### src/rtl/riscv_branch_pkg.sv
// Shared RV32 branch encodings: opcode[6:2] values and conditional-branch funct3 codes.
package riscv_branch_pkg;

  localparam logic [4:0] OPC_BRANCH = 5'b11000;
  localparam logic [4:0] OPC_JAL    = 5'b11011;

  localparam logic [2:0] BEQ  = 3'b000;
  localparam logic [2:0] BNE  = 3'b001;
  localparam logic [2:0] BLT  = 3'b100;
  localparam logic [2:0] BGE  = 3'b101;
  localparam logic [2:0] BLTU = 3'b110;
  localparam logic [2:0] BGEU = 3'b111;

  // funct3 010/011 are not branches, so they neither train nor count
  function automatic logic is_cond_funct3(input logic [2:0] funct3);
    return (funct3 != 3'b010) && (funct3 != 3'b011);
  endfunction

endpackage

### src/rtl/branch_compare.sv
// Combinational branch condition evaluation for JAL and the six conditional branches.
module branch_compare
  import riscv_branch_pkg::*;
#(
  parameter int XLEN = 32
) (
  input  logic [4:0]      opcode,
  input  logic [2:0]      funct3,
  input  logic [XLEN-1:0] rs1,
  input  logic [XLEN-1:0] rs2,
  output logic            taken
);

  always_comb begin
    taken = 1'b0;
    if (opcode == OPC_JAL) begin
      taken = 1'b1;
    end else if (opcode == OPC_BRANCH) begin
      case (funct3)
        BEQ:     taken = (rs1 == rs2);
        BNE:     taken = (rs1 != rs2);
        BLT:     taken = ($signed(rs1) <  $signed(rs2));
        BGE:     taken = ($signed(rs1) >= $signed(rs2));
        BLTU:    taken = (rs1 <  rs2);
        BGEU:    taken = (rs1 >= rs2);
        default: taken = 1'b0;
      endcase
    end
  end

endmodule

### src/rtl/branch_predict_resolve.sv
// Fetch-stage saturating-counter direction predictor combined with execute-stage
// branch resolution, table training, mispredict flush pulse and performance counters.
module branch_predict_resolve
  import riscv_branch_pkg::*;
#(
  parameter int XLEN        = 32,
  parameter int BHT_ENTRIES = 64,
  parameter int CTR_BITS    = 2,
  parameter int PC_LSB      = 2
) (
  input  logic            clk_in,
  input  logic            rst_n_in,
  input  logic            lookup_valid_in,
  input  logic [XLEN-1:0] lookup_pc_in,
  output logic            predict_valid_out,
  output logic            predict_taken_out,
  input  logic            ex_valid_in,
  input  logic [XLEN-1:0] ex_pc_in,
  input  logic [4:0]      opcode_6_to_2_in,
  input  logic [2:0]      funct3_in,
  input  logic [XLEN-1:0] rs1_in,
  input  logic [XLEN-1:0] rs2_in,
  input  logic            ex_pred_taken_in,
  output logic            branch_taken_out,
  output logic            mispredict_out,
  output logic [31:0]     branch_count_out,
  output logic [31:0]     mispredict_count_out
);

  localparam int IDX_W = $clog2(BHT_ENTRIES);
  localparam logic [CTR_BITS-1:0] CTR_MAX  = {CTR_BITS{1'b1}};
  localparam logic [CTR_BITS-1:0] CTR_ONE  = CTR_BITS'(1);
  localparam logic [CTR_BITS-1:0] CTR_INIT = CTR_BITS'((1 << (CTR_BITS - 1)) - 1);
  localparam logic [31:0]         CNT_MAX  = 32'hFFFF_FFFF;
  localparam logic [31:0]         CNT_ONE  = 32'd1;

  logic [CTR_BITS-1:0] bht [BHT_ENTRIES];

  logic [IDX_W-1:0]    lookup_idx;
  logic [IDX_W-1:0]    update_idx;
  logic [CTR_BITS-1:0] update_cur;
  logic [CTR_BITS-1:0] update_next;
  logic                cmp_taken;
  logic                resolved_taken;
  logic                is_update;
  logic                is_jal;
  logic                mismatch;

  logic                predict_valid_q;
  logic                predict_taken_q;
  logic                mispredict_q;
  logic [31:0]         branch_cnt;
  logic [31:0]         mispredict_cnt;

  logic                unused_pc_bits;

  assign unused_pc_bits = ^{lookup_pc_in, ex_pc_in};

  assign lookup_idx = lookup_pc_in[PC_LSB +: IDX_W];
  assign update_idx = ex_pc_in[PC_LSB +: IDX_W];

  branch_compare #(
    .XLEN (XLEN)
  ) u_compare (
    .opcode (opcode_6_to_2_in),
    .funct3 (funct3_in),
    .rs1    (rs1_in),
    .rs2    (rs2_in),
    .taken  (cmp_taken)
  );

  assign resolved_taken = ex_valid_in & cmp_taken;
  assign is_update      = ex_valid_in && (opcode_6_to_2_in == OPC_BRANCH)
                          && is_cond_funct3(funct3_in);
  assign is_jal         = ex_valid_in && (opcode_6_to_2_in == OPC_JAL);
  assign mismatch       = (is_update || is_jal) && (resolved_taken != ex_pred_taken_in);

  always_comb begin
    update_cur  = bht[update_idx];
    update_next = update_cur;
    if (resolved_taken) begin
      if (update_cur != CTR_MAX) update_next = update_cur + CTR_ONE;
    end else begin
      if (update_cur != '0) update_next = update_cur - CTR_ONE;
    end
  end

  // Register array rather than a RAM so reset can clear every entry at once
  always_ff @(posedge clk_in or negedge rst_n_in) begin
    if (!rst_n_in) begin
      for (int i = 0; i < BHT_ENTRIES; i++) bht[i] <= CTR_INIT;
    end else if (is_update) begin
      bht[update_idx] <= update_next;
    end
  end

  // Read sees the pre-update entry when lookup and update collide
  always_ff @(posedge clk_in or negedge rst_n_in) begin
    if (!rst_n_in) begin
      predict_valid_q <= 1'b0;
      predict_taken_q <= 1'b0;
    end else begin
      predict_valid_q <= lookup_valid_in;
      if (lookup_valid_in) predict_taken_q <= bht[lookup_idx][CTR_BITS-1];
    end
  end

  always_ff @(posedge clk_in or negedge rst_n_in) begin
    if (!rst_n_in) begin
      mispredict_q   <= 1'b0;
      branch_cnt     <= '0;
      mispredict_cnt <= '0;
    end else begin
      mispredict_q <= mismatch;
      if (is_update && branch_cnt != CNT_MAX) branch_cnt <= branch_cnt + CNT_ONE;
      if (mismatch && mispredict_cnt != CNT_MAX) mispredict_cnt <= mispredict_cnt + CNT_ONE;
    end
  end

  assign predict_valid_out    = predict_valid_q;
  assign predict_taken_out    = predict_taken_q;
  assign branch_taken_out     = resolved_taken;
  assign mispredict_out       = mispredict_q;
  assign branch_count_out     = branch_cnt;
  assign mispredict_count_out = mispredict_cnt;

endmodule

### config.mk
export PLATFORM = sky130hd
export DESIGN_NAME = branch_predict_resolve
export DESIGN_NICKNAME = d
export VERILOG_FILES = /design/src/rtl/riscv_branch_pkg.sv /design/src/rtl/branch_compare.sv /design/src/rtl/branch_predict_resolve.sv
export SDC_FILE = /design/constraint.sdc
export NUM_CORES = 1
export LEC_CHECK = 0
export ABC_AREA = 1
export ABC_CLOCK_PERIOD_IN_PS = 2700
export BUFFER_PORTS_ARGS = -buffer_cell sky130_fd_sc_hd__buf_2
export CELL_PAD_IN_SITES_DETAIL_PLACEMENT = 0
export CELL_PAD_IN_SITES_GLOBAL_PLACEMENT = 1
export CORE_UTILIZATION = 43
export CTS_BUF_LIST = sky130_fd_sc_hd__clkbuf_4 sky130_fd_sc_hd__clkbuf_8
export DETAILED_ROUTE_END_ITERATION = 16
export MAX_ROUTING_LAYER = met4
export PLACE_DENSITY = 0.9
export SKIP_CTS_REPAIR_TIMING = 1
export SLEW_MARGIN = 0
export SYNTH_ARGS = -nofsm -noshare
export SYNTH_HDL_FRONTEND = slang
export SYNTH_SLANG_ARGS = --single-unit
export TNS_END_PERCENT = 30
### constraint.sdc
create_clock -name clk_in -period 2.7 [get_ports clk_in]
set_input_delay 0.135 -clock clk_in [delete_from_list [all_inputs] [get_ports clk_in]]
set_output_delay 0.135 -clock clk_in [all_outputs]
set_load 0.005 [all_outputs]
Word level (Yosys, flattened, before mapping)
Cells that the tools add are included.
W data, S select, Z words.
{ "word_totals": {"register_bits": 195, "out_inout_bits": 68, "input_bits": 141, "elab_cells": 124} }
{ "op_classes": {"n_lt_le_gt_ge": 7, "n_addsub": 4, "reduce_logical": 11, "n_bitwise": 3, "mux": 15, "n_eq_ne": 15} }
{ "ops": {"columns": ["cell", "n"], "rows": [
  ["$bwmux W128", 1],
  ["$add A32 B1 Y32 const B", 2],
  ["$ge A32 B32 Y1", 2],
  ["$lt A32 B32 Y1", 2],
  ["$ne A32 B32 Y1 const B", 2],
  ["$eq A32 B32 Y1", 1],
  ["$ne A32 B32 Y1", 1],
  ["$bmux W2 S6", 2],
  ["$mux W2", 8],
  ["$ge A7 B7 Y1 const B", 2],
  ["$not A6 Y7", 2],
  ["$demux W2 S6", 1],
  ["$eq A3 B3 Y1 const B", 4],
  ["$eq A5 B5 Y1 const B", 2],
  ["$logic_and A1 B1 Y1", 8],
  ["$lt A7 B1 Y1 const B", 1],
  ["$ne A3 B2 Y1 const B", 2],
  ["$pmux W1 S6", 1],
  ["$eq A3 B1 Y1 const B", 1],
  ["$logic_not A3 Y1", 1],
  ["$add A2 B1 Y2 const B", 1],
  ["$mux W1", 2],
  ["$ne A2 B2 Y1 const B", 1],
  ["$reduce_bool A2 Y1", 1],
  ["other kinds (4)", 4]
]} }

Longest topological paths before layout
{ "depth": {"word_depth": 8, "ltp_mapped": 23, "ltp_nobuf": 22} }

Modules after synthesis
A second synthesis with hierarchy kept.
{ "unflattened": {"hier_cells": 1889, "hier_area_um2": 12574.6} }
{ "by_module_without_submodules": {"columns": ["mod", "seq_area_each_um2", "cells_per_inst", "area_each_um2", "n_inst"], "rows": [
  ["branch_predict_resolve", 4959.8, 1710, 11527.3, 1],
  ["branch_compare", 0.0, 179, 1047.3, 1]
]} }

Least setup slack after synthesis
No wires, ideal clock.
{ "synth_timing": {"kind": "reg-to-reg", "startpoint": "reg mispredict_cnt[0] (netlist: mispredict_count_out[0])", "endpoint": "reg mispredict_cnt[10] (netlist: mispredict_count_out[10])", "setup_ps": 117, "synth_period_minus_slack_ps": 2139, "path_stages_with_launch": 14, "arrival_time_ps": 2021, "path_buffers": 1, "setup_slack_ps": 561, "t_required_ps": 2583, "path_cell_list": "dfrtp_1 ha_1 inv_1 nor3_2 inv_2 nor2_2 inv_2 nor2_1 inv_2 nor4_1 nand4_1 clkbuf_1 nand4_1 nand2_1"} }
{ "synth_via": {"elab_chain_cells": 2, "word_cells_on_any_way": 3, "cone_classes": "add/sub: 1; eq/ne: 1; reduce/logical: 1"} }
{ "synth_rtl": {"columns": ["item", "line_no", "rtl"], "rows": [
  ["start: declaration", "branch_predict_resolve.sv:53", "logic [31:0] mispredict_cnt;"],
  ["start signal: assignment", "branch_predict_resolve.sv:116", "if (mismatch && mispredict_cnt != CNT_MAX) mispredict_cnt <= mispredict_cnt + CNT_ONE;"],
  ["parallel branches: the longest is 2 deep, another holds $add A32 B1 Y32", null, null]
]} }
Parallel ways; which one is timed is not known.
A chain may end at the register's enable or synchronous reset.

Final worst setup path
{ "layout_timing": {"startpoint": "reg mispredict_cnt[1] (netlist: mispredict_count_out[1])", "endpoint": "reg mispredict_cnt[12] (netlist: mispredict_count_out[12])"} }
Same word-level chain as after synthesis.

==> results.json <==
{
  "setup-tns-final_ns": 0,
  "antenna_found_initial": 0,
  "cp_max_fo": 32,
  "first_global_vias": 12000,
  "cp_cell_sequence": "ha_1, inv_1, nor3_2, inv_2, nor2_2, inv_2, nor2_1, inv_2, nor4_2, nand4_1, nand3_2, buf_12, nand2_1, nand2_1",
  "critical_path_class": "reg -> reg",
  "worst_ep_arrival_time_ns": 2.85,
  "die_x_um": 175,
  "vias": 12300,
  "async_flop_share_pct": 100,
  "cts.sinks": 195,
  "irDropWorstVdd_mv": 0.315,
  "dpl.hpwl_um": 26200,
  "slew_violations": 0,
  "drt_wl_total_um": 38200,
  "clk_pin_slew_ns": 0.11,
  "max_freq_ghz": 0.414,
  "drc": 0,
  "worst-path-buf-inv": 5,
  "syn2layout_area_growth_pct": 13.0,
  "postLayoutCoreUtil_pct": 49.4,
  "track_usage_pct": 26.4,
  "synth-main-ff-cell": "dfrtp_1",
  "critPathSlowestCell": "dfrtp_1",
  "clk_latency_ns": 0.50,
  "power.total_mw": 5.63,
  "synth_top_area_share_pct": 25.4,
  "synth-edff-count": 0,
  "endpoint_kind": "register",
  "clock-root-buffer": "clkbuf_8",
  "ys_ff_latch": 195,
  "setup_violations": 0,
  "p_per_area_nw_per_um2": 385,
  "syn_area_um2": 12900,
  "worst-path-stages": 14,
  "io_pins": 209,
  "status": "finished, final reports clean",
  "critPathMostFrequentCell": "inv_2",
  "cts_max_path_buffers": 2,
  "cts-htree-levels": 4,
  "die_h_um": 175,
  "dieArea_um2": 30700,
  "core_area_um2": 29600,
  "start_util_pct": 43.7,
  "ys_types": 52,
  "synth.top_cells.by_area": "dfrtp_1 25%, nand2_1 16%, dfstp_2 13%, inv_1 5.3%, nand3_2 5.0%",
  "insertedDiodeCount": 0,
  "cp_data_required_time_ns": 3.14,
  "worstHoldPathCells": 4,
  "dr.pass1.iters": 5,
  "post_dp_cell_area_um2": 14100,
  "period_share_pct": 89.5,
  "cp_top_family": "simple AND/OR/NAND/NOR gates",
  "finalInstanceArea_um2": 14600,
  "grt_pass1_wl_um": 62500,
  "worst_pin_slew_ns": 0.666,
  "rows": 63,
  "cp-start-kind": "register",
  "overflow": 0,
  "hold_violations": 0,
  "hp-class": "in -> reg",
  "fin_nets": 2056,
  "gp_congestion": 0.918,
  "ys_seq_area_share_pct": 38.4,
  "ant_nets": 0,
  "vias_per_cell": 5.40,
  "rr_worst_depth": 14,
  "fin_worst_skew_ns": 0.0215,
  "synth_area_per_cell_um2": 7.47,
  "fin_crit_ns": 2.42,
  "p_leak_nw": 7.13,
  "grt_start_max_net_pins": 75,
  "place.port_buffers": 156,
  "ys_warn_count": 0,
  "wl_per_cell_um": 16.7,
  "syn_nets": 1904,
  "numCtsBuffers": 17,
  "netlist_instances": 1729,
  "drv_cap": 0,
  "grt_setup_unrepaired": "false",
  "slowest_delay_ns": 0.42,
  "drive_gt1_share_pct": 21.4,
  "synth_top_cell_by_area": "dfrtp_1",
  "drt_iter0_markers": 887,
  "cts_tree": "built",
  "max-slew-margin-rel_pct": 55.6
}
## final timing paths
path | startpoint | end | slack [ns]
min in group asynchronous | rst_n_in | bht[113] | 0.21
max reg2reg | mispredict_count_out[1] | mispredict_count_out[12] | 0.28
min reg2reg | bht[48] | bht[48] | 0.47
max | mispredict_count_out[1] | mispredict_count_out[12] | 0.28
min | opcode_6_to_2_in[1] | mispredict_out | 0.04
max in group asynchronous | rst_n_in | bht[34] | 1.58
## per-layer routing
metal	GRT usage [%]	up-vias	routed length [µm]
li1	-	5923	-
met1	33.9	5918	16900
met4	6.12	0	665
met3	4.96	58	2560
met5	-	-	0
met2	43.0	432	18100
## placed cells by master, fill, tap and decap left out, types with 6 or more instances in the layout
cell | netlist | routed
nor4_1 | 12 | 11
nand3_1 | 97 | 97
nor2_1 | 124 | 123
dfstp_2 | 64 | 64
xnor2_1 | 18 | 18
nand3_2 | 65 | 65
dfrtp_1 | 131 | 131
o21ai_1 | 7 | 7
nand2_1 | 565 | 565
o22ai_1 | 13 | 13
xor2_1 | 40 | 40
inv_1 | 183 | 183
buf_2 | 6 | 155
a21oi_1 | 22 | 22
buf_4 | 19 | 24
inv_2 | 13 | 13
nor3_1 | 96 | 96
a22oi_1 | 13 | 13
ha_1 | 34 | 34
o21ai_0 | 48 | 48
nand2_2 | 6 | 6
clkbuf_8 | 0 | 18
buf_12 | 6 | 14
nand4_1 | 59 | 59
## flip-flops by register name, indices dropped and copies added (netlist names)
name and cells:
bht 128, mispredict_count_out 32, predict_taken_out 1, branch_count_out 32
mispredict_out 1, predict_valid_out 1
## cells in the mapped netlist, drive strengths merged, types with 15 or more instances
cell,count
a21oi,22
xor2,40
nor3,98
nor2,128
dfrtp,131
clkbuf,22
inv,200
xnor2,18
dfstp,64
ha,34
buf,44
nand2,576
nand4,59
nand3,166
o21ai,55
a22oi,15
## per-stage QoR
| step | instances | worst slack, ns | hold slack [ns] |
|---|---|---|---|
| after floorplan | 1729 | 0.561 | -0.161 |
| after global placement | 2246 | 0.113 | 0.199 |
| after detailed placement | 2246 | 0.0783 | 0.204 |
| after CTS | 2278 | 0.165 | -0.337 |
| after global routing | 2284 | 0.0124 | 0.0656 |
| final | 2284 | 0.283 | 0.0407 |
## tightest hold or removal path, delay by kind of cell
kind	cells	cell delay [ns]
AOI/OAI and AO/OA	1	0.06
buffers and inverters	1	0.10
and+or+nand+nor	2	0.21
## power breakdown
group | internal, mW | total [mW] | switching [mW]
Sequential | 2.95 | 2.97 | 0.0261
Combinational | 0.222 | 0.643 | 0.421
Clock | 0.859 | 2.01 | 1.15
## kinds of logic (layout without fill, tap and decap cells)
family          after synthesis  in the layout  share of synthesized area [%]
flops                       195            195                           38.4
compound gates              130            130                           6.38
buf+inv                     269            434                           9.94
fa+ha+maj                    34             34                           3.29
xor+xnor                     58             58                           3.93
simple gates               1043           1043                           38.1
## final cells by class
class | instances | area, µm²
flip-flops and latches | 195 | 4960
repair buffers | 199 | 1300
inverters | 203 | 777
fillers | 2979 | 15000
clock inverters | 12 | 133
multi-input cells | 1265 | 6690
clock buffers | 20 | 256
well taps | 390 | 488
Power figures use the tool's default switching activity.
